$ cat config.mk
export PLATFORM = sky130hd
export DESIGN_NAME = dport_responder
export DESIGN_NICKNAME = d
export VERILOG_FILES = /design/src/rtl/dport_responder.sv
export SDC_FILE = /design/constraint.sdc
export NUM_CORES = 1
export LEC_CHECK = 0
export BUFFER_PORTS_ARGS = -buffer_cell sky130_fd_sc_hd__buf_4
export CAP_MARGIN = 20
export CORE_AREA = 2 2 170 172
export DETAILED_ROUTE_END_ITERATION = 8
export DIE_AREA = 0 0 172 174
export GPL_TIMING_DRIVEN = 0
export HOLD_SLACK_MARGIN = 0.05
export PLACE_DENSITY = 0.67
export SETUP_SLACK_MARGIN = 0.15
export SYNTH_ARGS = -nofsm -noshare
export SYNTH_HDL_FRONTEND = slang
export SYNTH_SLANG_ARGS = --single-unit
$ cat constraint.sdc
create_clock -name i_clk -period 2.55 [get_ports i_clk]
set_clock_uncertainty 0.2 [all_clocks]
set_input_delay 0.6375 -clock i_clk [delete_from_list [all_inputs] [get_ports i_clk]]
set_output_delay 0.6375 -clock i_clk [all_outputs]
set_load 0.01 [all_outputs]
$ cat src/rtl/dport_responder.sv
// Debug-port responder: decodes abstract register-access requests into GPR or CSR
// accesses and returns read data with an error flag. One request in flight at a time.
module dport_responder #(
  parameter int RISCV_ARCH  = 64,
  parameter int CSR_TIMEOUT = 255
) (
  input  logic                  i_clk,
  input  logic                  i_nrst,
  input  logic                  i_dport_req_valid,
  output logic                  o_dport_req_ready,
  input  logic                  i_dport_write,
  input  logic [15:0]           i_dport_addr,
  input  logic [RISCV_ARCH-1:0] i_dport_wdata,
  input  logic [2:0]            i_dport_size,
  output logic                  o_dport_resp_valid,
  input  logic                  i_dport_resp_ready,
  output logic                  o_dport_resp_error,
  output logic [RISCV_ARCH-1:0] o_dport_rdata,
  input  logic                  i_halted,
  output logic [4:0]            o_ireg_addr,
  output logic                  o_ireg_wena,
  output logic [RISCV_ARCH-1:0] o_ireg_wdata,
  input  logic [RISCV_ARCH-1:0] i_ireg_rdata,
  output logic                  o_csr_req_valid,
  input  logic                  i_csr_req_ready,
  output logic                  o_csr_req_write,
  output logic [11:0]           o_csr_req_addr,
  output logic [RISCV_ARCH-1:0] o_csr_req_data,
  input  logic                  i_csr_resp_valid,
  output logic                  o_csr_resp_ready,
  input  logic [RISCV_ARCH-1:0] i_csr_resp_data,
  input  logic                  i_csr_resp_exception
);

  // Handshakes: a transfer happens on a rising edge where valid and ready are both 1;
  // valid, once raised, holds with its payload stable until that edge.
  typedef enum logic [2:0] {IDLE, CHECK, GPR, CSR_REQ, CSR_RESP, RESP} state_t;

  localparam logic [7:0] TIMEOUT_LAST = 8'(CSR_TIMEOUT - 1);

  state_t                state, state_n;
  logic                  req_rdy;
  logic                  wr_q;
  logic [15:0]           addr_q;
  logic [RISCV_ARCH-1:0] wdata_q;
  logic [2:0]            size_q;
  logic [7:0]            cnt;
  logic [RISCV_ARCH-1:0] rdata_q;
  logic                  err_q;

  logic size_ok, is_csr, is_gpr, timeout;

  assign size_ok = (size_q == 3'd2) || (size_q == 3'd3);
  assign is_csr  = (addr_q[15:12] == 4'h0);
  assign is_gpr  = (addr_q[15:5] == 11'h080);
  assign timeout = (cnt == TIMEOUT_LAST);

  assign o_dport_req_ready  = req_rdy;
  assign o_dport_rdata      = rdata_q;
  assign o_dport_resp_error = err_q;

  always_ff @(posedge i_clk or negedge i_nrst) begin
    if (!i_nrst) state <= IDLE;
    else         state <= state_n;
  end

  always_comb begin
    state_n            = state;
    o_ireg_addr        = '0;
    o_ireg_wena        = 1'b0;
    o_ireg_wdata       = '0;
    o_csr_req_valid    = 1'b0;
    o_csr_req_write    = 1'b0;
    o_csr_req_addr     = '0;
    o_csr_req_data     = '0;
    o_csr_resp_ready   = 1'b0;
    o_dport_resp_valid = 1'b0;
    case (state)
      IDLE: if (i_dport_req_valid && req_rdy) state_n = CHECK;
      CHECK: begin
        if (!size_ok || !i_halted || !(is_csr || is_gpr)) state_n = RESP;
        else if (is_gpr)                                  state_n = GPR;
        else                                              state_n = CSR_REQ;
      end
      GPR: begin
        o_ireg_addr  = addr_q[4:0];
        o_ireg_wena  = wr_q && (addr_q[4:0] != 5'd0);
        o_ireg_wdata = wdata_q;
        state_n      = RESP;
      end
      CSR_REQ: begin
        o_csr_req_valid = 1'b1;
        o_csr_req_write = wr_q;
        o_csr_req_addr  = addr_q[11:0];
        o_csr_req_data  = wdata_q;
        if (i_csr_req_ready) state_n = CSR_RESP;
        else if (timeout)    state_n = RESP;
      end
      CSR_RESP: begin
        o_csr_resp_ready = 1'b1;
        if (i_csr_resp_valid || timeout) state_n = RESP;
      end
      RESP: begin
        o_dport_resp_valid = 1'b1;
        if (i_dport_resp_ready) state_n = IDLE;
      end
      default: state_n = IDLE;
    endcase
  end

  // Ready is registered so it stays low throughout reset and rises on the first clock after.
  always_ff @(posedge i_clk or negedge i_nrst) begin
    if (!i_nrst) begin
      req_rdy <= 1'b0;
      wr_q    <= 1'b0;
      addr_q  <= '0;
      wdata_q <= '0;
      size_q  <= '0;
      cnt     <= '0;
      rdata_q <= '0;
      err_q   <= 1'b0;
    end else begin
      req_rdy <= (state_n == IDLE);
      case (state)
        IDLE: if (i_dport_req_valid && req_rdy) begin
          wr_q    <= i_dport_write;
          addr_q  <= i_dport_addr;
          size_q  <= i_dport_size;
          wdata_q <= (i_dport_size == 3'd2) ? RISCV_ARCH'(i_dport_wdata[31:0]) : i_dport_wdata;
        end
        CHECK: begin
          cnt <= '0;
          if (state_n == RESP) begin
            err_q   <= 1'b1;
            rdata_q <= '0;
          end
        end
        GPR: begin
          err_q <= 1'b0;
          if (wr_q)                 rdata_q <= '0;
          else if (size_q == 3'd2)  rdata_q <= RISCV_ARCH'(i_ireg_rdata[31:0]);
          else                      rdata_q <= i_ireg_rdata;
        end
        CSR_REQ: begin
          if (i_csr_req_ready) cnt <= '0;
          else if (timeout) begin
            err_q   <= 1'b1;
            rdata_q <= '0;
          end else cnt <= cnt + 8'd1;
        end
        CSR_RESP: begin
          if (i_csr_resp_valid) begin
            err_q <= i_csr_resp_exception;
            if (wr_q)                rdata_q <= '0;
            else if (size_q == 3'd2) rdata_q <= RISCV_ARCH'(i_csr_resp_data[31:0]);
            else                     rdata_q <= i_csr_resp_data;
          end else if (timeout) begin
            err_q   <= 1'b1;
            rdata_q <= '0;
          end else cnt <= cnt + 8'd1;
        end
        default: ;
      endcase
    end
  end

endmodule

# Word-level counts from Yosys, hierarchy flattened
# Cells that the tools add are included.
[classes]
addsub = 1
n_eq_ne = 14
muxes = 36
reduce_logical = 19
[op_table]
columns = ["operator", "n"]
rows = [
  ["64-bit 2-to-1 mux", 11],
  ["64-bit one-hot mux with 4 select lines", 1],
  ["8-bit 2-to-1 mux", 3],
  ["8-bit one-hot mux with 3 select lines", 1],
  ["3-bit 2-to-1 mux", 6],
  ["3-bit one-hot mux with 6 select lines", 1],
  ["3-bit by 2-bit == test with 1-bit output, second input constant", 5],
  ["12-bit 2-to-1 mux", 1],
  ["11-bit by 8-bit == test with 1-bit output, second input constant", 1],
  ["1-bit 2-to-1 mux", 10],
  ["3-bit == test, second input constant", 3],
  ["8-bit by 1-bit adder with 8-bit output, second input constant", 1],
  ["8-bit == test, second input constant", 1],
  ["3-bit logical NOT", 2],
  ["2-bit != test, second input constant", 3],
  ["1-bit logical OR", 5],
  ["5-bit 2-to-1 mux", 1],
  ["5-bit nonzero test", 1],
  ["4-bit logical NOT", 1],
  ["1-bit one-hot mux with 4 select lines", 1],
  ["2-bit AND reduction", 2],
  ["4-bit nonzero test", 1],
  ["3-bit by 1-bit == test with 1-bit output, second input constant", 1],
  ["1-bit logical NOT", 3],
  ["3 further kinds", 4],
]
[totals]
ff_bits = 161
in_bits = 220
out_inout_bits = 216
elab_cells = 79

# Longest topological paths before layout
[logic_depth]
depth_word = 10
ltp_mapped = 7
ltp_nobuf = 6

# Worst setup path before layout
# OpenSTA, ideal clock, no wires.
[synth_timing]
path_kind = "register to output"
from = "reg state[2]"
to = "out o_csr_req_addr[0]"
t_arrival_ps = 1416
required_time_ps = 1712
slack_ps = 296
path_stages_with_launch = 7
path_buffers = 3
path_cell_list = "dfrtp_1 > buf_6 > nand3b_1 > inv_2 > clkbuf_1 > clkbuf_1 > and2_1"
[synth_between]
elab_chain_cells = 2
[synth_lines]
columns = ["element", "line_no", "text"]
rows = [
  ["start: declaration", "41", "state_t state, state_n;"],
  ["start signal: assignment", "64", "else state <= state_n;"],
  ["3-bit by 2-bit == test with 1-bit output", "78", "case (state)"],
  ["12-bit 2-to-1 mux", "78", ""],
  ["end: declaration", "27", "output logic [11:0] o_csr_req_addr,"],
]
# No other way between the ends.

# Worst setup path in the final report
[layout_timing]
from = "reg state[0]"
to = "out o_csr_req_addr[0]"
# Same word-level chain as after synthesis.

==> summary.txt <==
Critical path
  • Worst EP arrival: 1.89 ns
  • CP Max Fanout: 8
  • Critical setup path kind: flop to output port
  • Startpoint Class: flop
  • Worst R2R Start: state[0]$_DFF_PN0_
  • Critical path endpoint category: output port
  • CP startpoint: state[0]$_DFF_PN0_
  • Worst EP required: 1.71 ns

Global routing
  • Total congestion overflow: 0
  • Pin count of the biggest net entering global routing: 96
  • Vias in the first global route: approximately 8,500
  • Initial antenna violation count: 1
  • First-pass GRT wire length: 49,600 um
  • GRT Overall Usage: approximately 22%

Floorplanning
  • DIE HEIGHT: ~170 um
  • Die ar.: between 20,000 and 30,000 um^2
  • # IOs: ~440
  • Core area: roughly 28,000 um^2
  • Initial Util: between 20% and 30%
  • Num rows: 62
  • Die Width: approximately 170 um

Synth
  • Synth area leaders: dfrtp_1 (48%), and2_1 (11%), nand2_1 (10%)
  • Yosys warnings: 0
  • Synth Area in Compound Gates: between 10% and 20%
  • FF+latch count, synth: approximately 160
  • Top cell type by total area after synthesis: dfrtp_1
  • Mapped Cells: ~900
  • Async S/R FF share, synth: 100%
  • Synth Cell Area: 8460 um^2
  • Post-Synth Adder-Cell Area: 0.296%
  • Post-synth EDFFs: 0
  • Post-synth top cells: nand2_1 (233), dfrtp_1 (161), and2_1 (146)
  • Most common flop cell mapped by yosys: dfrtp_1
  • Xor-xnor portion of the synthesized cell area: 0%
  • Multiplexer area fraction after synthesis: 0%
  • Count leader, synth: nand2_1
  • Avg Cell Area, Syn: about 9.5 um^2
  • Post-synthesis sequential area ratio: 47.6%
  • Syn nets: around 1,100
  • Main combinational cell family by area after synthesis: simple AND/OR/NAND/NOR gates
  • Simple-Gate Fraction of Synth Area: a little over a quarter
  • Distinct cells, synth: 55
  • Share of the synthesized area in the top cell type: 47.6%

STA
  • Setup ws final: -0.173 ns
  • RSZ-0062 raised after global routing: yes
  • Final Max Tran Viols: 0
  • Slew @ Worst Pin: between 0.6 and 0.7 ns
  • Max Clock Freq: 367 MHz
  • Slew margin rel.: between 50% and 60%
  • Final period util: 107%
  • Final hold vios: 0
  • Hold_ws: between 0.15 and 0.2 ns
  • Tmin final: ~2.7 ns
  • Finish-stage setup viols: roughly 140

Run
  • Max_cap viols: 0

Detailed routing
  • Initial DRC count: around 370
  • Post-DR vias/cell: 4.74
  • Via count: roughly 8,400
  • Final wirelength: 34,500 um
  • Detail Route Antenna Nets: 0
  • Router iterations before antenna repair: 4
  • WL/cell: around 19 um
  • DRC viols: 0

Layout
  • Area grow syn2layout: 67.6%
  • Footprint of the multi-input gates: just over 4000 um^2
  • Final Util: 50.2%
  • Layout Nets: between 1,500 and 2,000
  • Layout cell share with drive strength beyond 1: a little over half
  • Register Area: a little over 4000 um^2
  • Finished Cell Area: ~14,000 um^2
  • Ant diodes: 0
  • Fillers: ~2,600

CTS
  • Maximum buffer depth of the clock tree: 2
  • Skew-Pair Late Insertion Delay: 0.43 ns
  • CTS tree: built
  • CTS sink count: 161
  • Root buf cell: clkbuf_16
  • Htree depth: 4
  • Clock transition at path regs: ~0.08 ns
  • Num CTS Buffers: 17

Min path
  • Hold Path Class: input port to flop
  • HP Start: i_dport_addr[4]

Pwr
  • Switching pwr: 4410 uW
  • Pwr Total: ~12,000 uW
  • Sequential Power Share: a little under two fifths
  • VDD IR-drop max: 426 uV
  • Power density over cell area: between 800 and 900 nW/um^2
  • Internal: between 7000 and 8000 uW
  • Sw Ratio: a little under two fifths
  • Static Leak: between 0.007 and 0.008 uW
  • Combinational Power Share: a little under two fifths
  • Clock share of power: roughly a quarter

Place
  • DP HPWL: 25,500 um
  • GPL Wtd Cong: 0.848
  • Placed Area: ~12,000 um^2
  • Pre-CTS setup slack: -0.603 ns
  • PortBufs: between 400 and 500

Status
  • Failing checks: setup timing
  • Run status: finished, violations left
[critical path, stage by stage, from the launching register on]
cell and delay (ns):
dfrtp_1 0.38, buf_6 0.13, nand3b_1 0.17, clkinv_4 0.14, clkbuf_16 0.20, clkbuf_16 0.16
and2_4 0.16, buf_6 0.11
[cell families (layout without fill, tap and decap cells)]
logic type      count (synthesis)  after routing
buf+inv                       106            607
compound gates                176            176
simple gates                  448            448
flops                         161            161
fa+ha+maj                       2              2
[timing repair]
action | CTS | global route
setup buffers | 13 | 8
setup endpoints to repair | 209 | 209
hold endpoints to repair | 66 | 0
pin swaps | 33 | 17
gates resized for setup | 175 | 103
hold buffers | 1 | 0
gates cloned | 7 | 4
[state kept, by name, indices dropped and copies added (netlist names)]
register            flops
size_q                  3
state                   3
wr_q                    1
o_dport_req_ready       1
o_dport_resp_error      1
cnt                     8
wdata_q                64
o_dport_rdata          64
addr_q                 16
[power groups by stage]
stage                     logic [uW]  registers [uW]  clock network (uW)
after floorplan                 2360            4260                   0
after global placement          4140            4290                   0
after detailed placement        4230            4330                   0
after CTS                       4360            4320                2920
after global routing            4830            4470                3030
final                           4410            4350                2840
[routing by layer]
layer  part of all wire, %  routed length [um]  up-vias  track usage, %
met5                 0.035                  12        -               0
li1                      -                   -     3968               -
met2                    52               18000      355            39.8
met4                   2.9                 986        2            7.88
met3                   7.8                2670       48            6.90
met1                    37               12800     4058            24.1
[cell type report]
type	count	share of cell area (%)
plain buffers	65	4.97
inverters	41	1.12
flip-flops and latches	161	28.4
clock buffers	19	3.19
well taps	384	3.39
repair buffers	469	28.7
clock inverters	13	1.34
multi-input cells	626	28.9
[worst paths after layout]
kind	endpoint	slack, ns	cells past startpoint
max	o_csr_req_addr[0]	-0.17	7
max reg2reg	o_dport_rdata[62]$_DFFE_PN0P_	0.18	10
min reg2reg	wdata_q[39]$_DFFE_PN0P_	0.29	2
max in group asynchronous	wdata_q[61]$_DFFE_PN0P_	0.71	3
min	addr_q[4]$_DFFE_PN0P_	0.19	3
min in group asynchronous	o_dport_rdata[12]$_DFFE_PN0P_	0.54	2
[metrics by stage]
stage,std cells,TNS (ns)
after floorplan,893,0
after global placement,1712,-73.86
after detailed placement,1713,-21.67
final,1778,-16.27
after global routing,1778,-27.86
after CTS,1766,-15.37
[placed cells by master (no fill, tap or decap), types with 7 or more instances in the layout]
cell type and instances:
a21oi_1 13, a22oi_1 36, a22oi_2 28, and2_1 51
and2_4 95, buf_2 15, buf_4 363, buf_6 111
buf_8 7, clkbuf_16 30, clkbuf_8 10, dfrtp_1 161
inv_1 38, nand2_1 233, nand3_1 35, o21ai_0 11
o21ai_1 32, o2bb2ai_2 28
No activity file was read; power rests on OpenSTA's default activity.
